$ cat config.mk
export PLATFORM = sky130hd
export DESIGN_NAME = des_dec_key_sched
export DESIGN_NICKNAME = d
export VERILOG_FILES = /design/src/rtl/des_dec_key_sched.sv
export SDC_FILE = /design/constraint.sdc
export NUM_CORES = 1
export LEC_CHECK = 0
export ABC_AREA = 1
export ABC_CLOCK_PERIOD_IN_PS = 2200
export BUFFER_PORTS_ARGS = -buffer_cell sky130_fd_sc_hd__clkbuf_2
export CORE_ASPECT_RATIO = 1.75
export CORE_MARGIN = 1
export CORE_UTILIZATION = 45
export CTS_BUF_LIST = sky130_fd_sc_hd__clkbuf_8
export DETAILED_ROUTE_END_ITERATION = 7
export PLACE_DENSITY_LB_ADDON = 0.08
export SETUP_SLACK_MARGIN = 0.2
export SLEW_MARGIN = 20
export SYNTH_ARGS = -nofsm -noshare
export SYNTH_HDL_FRONTEND = slang
export SYNTH_SLANG_ARGS = --single-unit
$ cat constraint.sdc
create_clock -name clk -period 2.2 [get_ports clk]
set_input_delay 0.66 -clock clk [delete_from_list [all_inputs] [get_ports clk]]
set_output_delay 0.66 -clock clk [all_outputs]
set_load 0.05 [all_outputs]
$ cat src/rtl/des_dec_key_sched.sv
// DES decryption key schedule: loads one key, streams K16..K1
// on a valid/ready port by right-rotating the PC-1 halves.
module des_dec_key_sched #(
  parameter int PC2_REG = 0
) (
  input  logic        clk,
  input  logic        rst_n,
  input  logic [63:0] key,
  input  logic        key_valid,
  output logic        key_ready,
  input  logic        abort,
  output logic [47:0] subkey,
  output logic [3:0]  subkey_round,
  output logic        subkey_last,
  output logic        subkey_valid,
  input  logic        subkey_ready
);

  typedef enum logic [1:0] {
    IDLE,
    RUN,
    FILL
  } state_t;

  localparam int PC1_T [56] = '{
    57, 49, 41, 33, 25, 17,  9,
     1, 58, 50, 42, 34, 26, 18,
    10,  2, 59, 51, 43, 35, 27,
    19, 11,  3, 60, 52, 44, 36,
    63, 55, 47, 39, 31, 23, 15,
     7, 62, 54, 46, 38, 30, 22,
    14,  6, 61, 53, 45, 37, 29,
    21, 13,  5, 28, 20, 12,  4
  };

  localparam int PC2_T [48] = '{
    14, 17, 11, 24,  1,  5,
     3, 28, 15,  6, 21, 10,
    23, 19, 12,  4, 26,  8,
    16,  7, 27, 20, 13,  2,
    41, 52, 31, 37, 47, 55,
    30, 40, 51, 45, 33, 48,
    44, 49, 39, 56, 34, 53,
    46, 42, 50, 36, 29, 32
  };

  // Table entries are DES bit numbers: bit 1 is the MSB.
  function automatic logic [55:0] pc1(
    input logic [63:0] k
  );
    logic [55:0] r;
    r = '0;
    for (int i = 0; i < 56; i++) begin
      r[6'(55 - i)] = k[6'(64 - PC1_T[i])];
    end
    return r;
  endfunction

  function automatic logic [47:0] pc2(
    input logic [55:0] cd
  );
    logic [47:0] r;
    r = '0;
    for (int j = 0; j < 48; j++) begin
      r[6'(47 - j)] = cd[6'(56 - PC2_T[j])];
    end
    return r;
  endfunction

  function automatic logic [27:0] rr1(
    input logic [27:0] x
  );
    return {x[0], x[27:1]};
  endfunction

  function automatic logic [27:0] rr2(
    input logic [27:0] x
  );
    return {x[1:0], x[27:2]};
  endfunction

  state_t      state_q, state_d;
  logic [27:0] c_q, c_d;
  logic [27:0] d_q, d_d;
  logic [4:0]  n_q, n_d;
  logic [47:0] sk_q, sk_d;
  logic [3:0]  rnd_q, rnd_d;
  logic        last_q, last_d;

  logic        vld;
  logic        hs;
  logic [4:0]  n_nx;
  logic        one;

  assign vld  = (state_q == RUN);
  assign hs   = vld & subkey_ready;
  assign n_nx = n_q + 5'd1;
  assign one  = (n_nx == 5'd2) |
                (n_nx == 5'd9) |
                (n_nx == 5'd16);

  always_comb begin
    state_d = state_q;
    c_d     = c_q;
    d_d     = d_q;
    n_d     = n_q;
    sk_d    = sk_q;
    rnd_d   = rnd_q;
    last_d  = last_q;
    if (abort) begin
      state_d = IDLE;
      n_d     = 5'd0;
    end else begin
      unique case (state_q)
        IDLE: begin
          if (key_valid) begin
            {c_d, d_d} = pc1(key);
            n_d        = 5'd1;
            state_d    = (PC2_REG != 0) ? FILL : RUN;
          end
        end
        FILL: begin
          sk_d    = pc2({c_q, d_q});
          rnd_d   = 4'(5'd16 - n_q);
          last_d  = (n_q == 5'd16);
          state_d = RUN;
        end
        RUN: begin
          if (hs) begin
            if (n_q == 5'd16) begin
              state_d = IDLE;
            end else begin
              c_d     = one ? rr1(c_q) : rr2(c_q);
              d_d     = one ? rr1(d_q) : rr2(d_q);
              n_d     = n_nx;
              state_d = (PC2_REG != 0) ? FILL : RUN;
            end
          end
        end
        default: state_d = IDLE;
      endcase
    end
  end

  always_ff @(posedge clk or negedge rst_n) begin
    if (!rst_n) begin
      state_q <= IDLE;
      c_q     <= '0;
      d_q     <= '0;
      n_q     <= '0;
      sk_q    <= '0;
      rnd_q   <= '0;
      last_q  <= 1'b0;
    end else begin
      state_q <= state_d;
      c_q     <= c_d;
      d_q     <= d_d;
      n_q     <= n_d;
      sk_q    <= sk_d;
      rnd_q   <= rnd_d;
      last_q  <= last_d;
    end
  end

  assign key_ready    = (state_q == IDLE);
  assign subkey_valid = vld;

  always_comb begin
    if (PC2_REG != 0) begin
      subkey       = sk_q;
      subkey_round = rnd_q;
      subkey_last  = last_q & vld;
    end else begin
      subkey       = pc2({c_q, d_q});
      subkey_round = 4'(5'd16 - n_q);
      subkey_last  = (n_q == 5'd16) & vld;
    end
  end

endmodule
# Yosys cells after proc, flatten, opt, wreduce, memory -nomap -nowiden
# Cells that the tools add are included.
# totals
reg_bits	63
inputBits	69
out_inout_bits	55
word_cells	49
# classes
n_addsub	2
n_eq_ne	12
n_mux	20
n_bitwise	5
n_reduce_logical	6
# ops
op	count
28-bit 2-to-1 mux	8
28-bit one-hot mux with 2 select lines	2
5-bit 2-to-1 mux	4
5-bit equality test (second input constant)	2
5-bit one-hot mux with 2 select lines	1
2-bit 2-to-1 mux	3
3-bit by 2-bit inequality test with 1-bit output (second input constant)	2
2-bit one-hot mux with 3 select lines	1
5-bit by 1-bit adder with 5-bit output (second input constant)	1
5-bit by 2-bit equality test with 1-bit output (second input constant)	1
5-bit by 4-bit equality test with 1-bit output (second input constant)	1
5-bit AND reduction	1
2-bit inequality test (second input constant)	2
4-bit AND reduction	1
1-bit by 4-bit subtractor with 4-bit output (first input constant)	1
3-bit inequality test (second input constant)	1
3-bit nonzero test	1
1-bit AND	2
2-bit by 1-bit equality test with 1-bit output (second input constant)	1
2-bit equality test (second input constant)	1
2-bit zero test	1
2-bit by 1-bit inequality test with 1-bit output (second input constant)	1
1-bit OR	2
2-bit AND reduction	1
3 further kinds	3

# Longest topological paths before layout
# logic_depth
ltp_word	8
depth_mapped	11
ltp_nobuf	10

# Worst setup path before layout
# No wires, ideal clock.
# synth_path
path_kind	register to register
startpoint	register n_q[0]
endpoint	register c_q[0]
setup_time_ns	0.078
arrival_ns	2.196
required_ns	2.122
slack_ns	-0.074
stages_incl_launch_ff	10
path_buffers	1
period_less_slack_ns	2.274
path_cell_list	dfrtp_1 inv_1 ha_1 inv_1 nor3_2 nor3_4 inv_2 buf_2 a21oi_1 a21oi_1
# synth_via
elab_chain_cells	8
elab_cells_between_ends	13
cone_classes	add/sub (1); eq/ne (5); mux (4); bitwise (2); reduce/logical (1)
# synth_lines
item	line_no	rtl
start, declared	85	logic [4:0] n_q, n_d;
start signal, assigned	158	n_q <= n_d;
5-bit by 1-bit adder with 5-bit output	97	assign n_nx = n_q + 5'd1;
5-bit by 2-bit equality test with 1-bit output or 5-bit by 4-bit equality test with 1-bit output (tied branches)	98, 99	
1-bit OR	98	assign one = (n_nx == 5'd2) |
1-bit OR	99	(n_nx == 5'd9) |
28-bit 2-to-1 mux	133	c_d = one ? rr1(c_q) : rr2(c_q);
28-bit 2-to-1 mux	130	if (n_q == 5'd16) begin
28-bit 2-to-1 mux	129	if (hs) begin
28-bit one-hot mux with 2 select lines	114	unique case (state_q)
end signal, assigned	148	c_q <= '0;
end signal, assigned	156	c_q <= c_d;
end, declared	83	logic [27:0] c_q, c_d;
# Parallel ways exist; a longest one is shown, timed or not. The select of a mux whose other input is x is not followed.
# A chain may end at the register's enable or synchronous reset.

# Worst setup path after layout
# layout_path
startpoint	register n_q[0]
endpoint	output subkey_round[3]
# layout_via
elab_chain_cells	1
# layout_lines
item	line_no	rtl
1-bit by 4-bit subtractor with 4-bit output	175	subkey_round = 4'(5'd16 - n_q);
end, declared	13	output logic [3:0] subkey_round,
# No other way between the ends.

==> impl_metrics.toml <==
[outcome]
status = "completed"

[routing]
drtAntennaViolNets = 0
vias = 3330
finalWirelength_um = 9275
drc = 0
via_per_inst = 4.854
wl_per_cell_um = 13.52
drtIter0Drc = 180
firstDrtPassIters = 4

[global_routing]
grt_use_total = 0.2057
grt_max_degree = 41
grt_pass1_wl_um = 14780
grt_pass1_vias = 3166
antenna_found_initial = 0
grt_overflow_total = 0

[timing]
period_share = 0.9263
tns_ns = 0
finalCriticalPeriod_ns = 2.038
slew_headroom = 0.5404
whs_ns = 0.3239
worst-slew-pin-transition_ns = 0.6894
setup_violations = 0
max_freq_mhz = 490.7
fin_ws_ns = 0.1622
drv_slew = 0
hold_viol = 0
grt_setup_unrepaired = "yes"
skew_ns = 0.01604

[cts]
h-tree-depth = 3
cts_buffers = 9
cts_hold_buf = 0
clk_path_buf_depth = 2
tritoncts = "yes"
clock-root-buffer = "clkbuf_8"
clock-sinks = 62
clk_latency_ns = 0.36
clk_pin_slew_ns = 0.09

[setup_path]
setup.worst_path.end_class = "output pin"
crit_start = "n_q[0]"
setup.worst_path.start_class = "register"
cpPeakStageDelay_ns = 0.41
r2r-start = "n_q[0]"
r2r_end = "d_q[25]"
cpLargestDelayFamily = "flip-flops"
cp.arrival_ns = 1.38
r2r_setup_slack_ns = 0.30
crit_slowest_cell = "dfrtp_2"
r2r_cells = 13
cp_max_fo = 3
worst_ep_required_time_ns = 1.54
crit_chain = "inv_2 -> buf_4 -> nand3_1 -> xor2_2 -> buf_8"
setup.worst_path.class = "register to output pin"
cp_num_buf_inv = 3

[job]
cap_violations = 0

[power_and_ir_drop]
vdd_drop_max_uv = 442.1
p_per_area_mw_per_mm2 = 861.3
p_total_uw = 4043
p_leak_uw = 0.002418

[placement]
dp.final_hpwl_um = 5940
gp_congestion = 0.8676
dp_cells = 653
dp_slack_ns = 0.1884
io_buffers = 53

[floorplan]
core_mm2 = 0.008671
die_w_um = 73.54
fp.dieArea_mm2 = 0.009353
num_io_pins = 124
fp.dieH_um = 127.2
start_util = 0.4648
rows = 45

[synth]
ys_types = 27
yosysWarnings = 0
syn_avg_cell_area_um2 = 7.706
synthTopCellsByArea = "dfrtp_1 38%, nand2_1 11%, buf_4 9.7%"
ys_seq_area_frac = 0.3850
synth_seq_cells = 62
syn_inst = 523
syn_area_mm2 = 0.004030
yosysTopAreaCell = "dfrtp_1"
yosysTopAreaCellShare = 0.3850

[cells_and_area]
drive_above_1_share = 0.2970
area_growth_syn_to_layout_pct = 16.49
antenna_cells = 0
final_cell_mix = "120 x nand2_1, 77 x inv_1, 57 x dfrtp_1"
nets = 637
layout_commonest_cell = "nand2_1"
layoutNonFillerInstCount = 686
fillers = 873

[hold_path]
hold_path_class = "input port to async pin"
registers in the layout, summed over array words and instances (netlist names):
signal	flops
c_q	28
d_q	28
n_q	5
state_q	1
logic make-up (layout without fill, tap and decap cells):
family                   Yosys count  after routing  share of synthesized area
adder cells (fa/ha/maj)            4              4                    0.01242
AND/OR/NAND/NOR                  171            171                     0.1891
flip-flops                        62             62                     0.3850
other                              1             22                  0.0009305
XOR/XNOR                           3              3                   0.006521
buffers and inverters            163            188                     0.2223
AO/OA/AOI/OAI                    119            119                     0.1838
power by group:
| group | leakage [uW] | total (uW) | switching (uW) | internal, uW |
|---|---|---|---|---|
| Sequential | 0.000796 | 1470 | 143 | 1320 |
| Clock | 0.0000797 | 1010 | 492 | 521 |
| Combinational | 0.00154 | 1560 | 1110 | 454 |
synthesized netlist by cell type:
cell / count
nor3_4: 1
nand2_2: 2
clkbuf_4: 3
nand4_1: 19
buf_4: 52
o21ai_0: 3
clkbuf_1: 6
nor3_2: 1
nor2_1: 2
buf_6: 9
o21ai_1: 40
ha_1: 4
a21oi_2: 37
inv_2: 5
nand3_4: 1
o22ai_1: 3
inv_1: 80
a21oi_1: 35
o31ai_1: 1
nand3_1: 23
nand2_1: 121
xor2_1: 1
nand3_2: 1
xnor2_1: 2
dfrtp_1: 62
buf_2: 8
conb_1: 1
stage by stage:
step	area, um2	util
3_5_place_dp	4185	0.4827
4_1_cts	4517	0.5209
6_report	4695	0.5414
2_1_floorplan	4144	-
5_1_grt	4695	0.5414
3_3_place_gp	4185	0.4827
per-layer routing:
metal,share of wire,GRT usage,vias up,wire length [um]
li1,-,-,1670,-
met1,0.44,0.2533,1575,4045
met2,0.51,0.3341,70,4716
met3,0.032,0.04416,15,297
met4,0.023,0.1018,0,216
met5,0,0,-,0
worst register-to-register path: stages (launching register included):
cell and delay (ns):
dfrtp_2 0.41, buf_4 0.17, ha_4 0.19, nand3_1 0.07, nand2_1 0.06, nand2_2 0.09
inv_2 0.04, nand2_2 0.08, nand3_4 0.11, buf_12 0.17, buf_6 0.12, nand2_1 0.07
nand3_2 0.08, a21oi_2 0.16
final cells by class:
| type | count | area [um2] | area share |
|---|---|---|---|
| clock inverter | 7 | 75.07 | 0.01599 |
| timing repair buffer | 87 | 732.0 | 0.1559 |
| sequential | 62 | 1558 | 0.3318 |
| tap | 117 | 146.4 | 0.03118 |
| inverter | 85 | 324.1 | 0.06903 |
| clock buffer | 9 | 123.9 | 0.02639 |
| multi-input combinational | 319 | 1735 | 0.3697 |
what timing repair did:
item | in CTS | in global routing
gates cloned | 0 | 4
setup buffers | 12 | 1
setup endpoints to repair | 14 | 58
pin swaps | 4 | 5
gates resized for setup | 12 | 15
how the worst max path moves through the flow:
stage | cells after the start | slack [ns] | endpoint
after CTS | 5 | 0.13 | subkey_last
after global placement | 11 | 0.22 | c_q[20]
after global routing | 5 | 0.10 | subkey_round[3]
final | 5 | 0.16 | subkey_round[3]
after detailed placement | 10 | 0.19 | c_q[3]
after floorplan | 10 | 0.18 | d_q[13]
(Power assumes the default switching activity.)
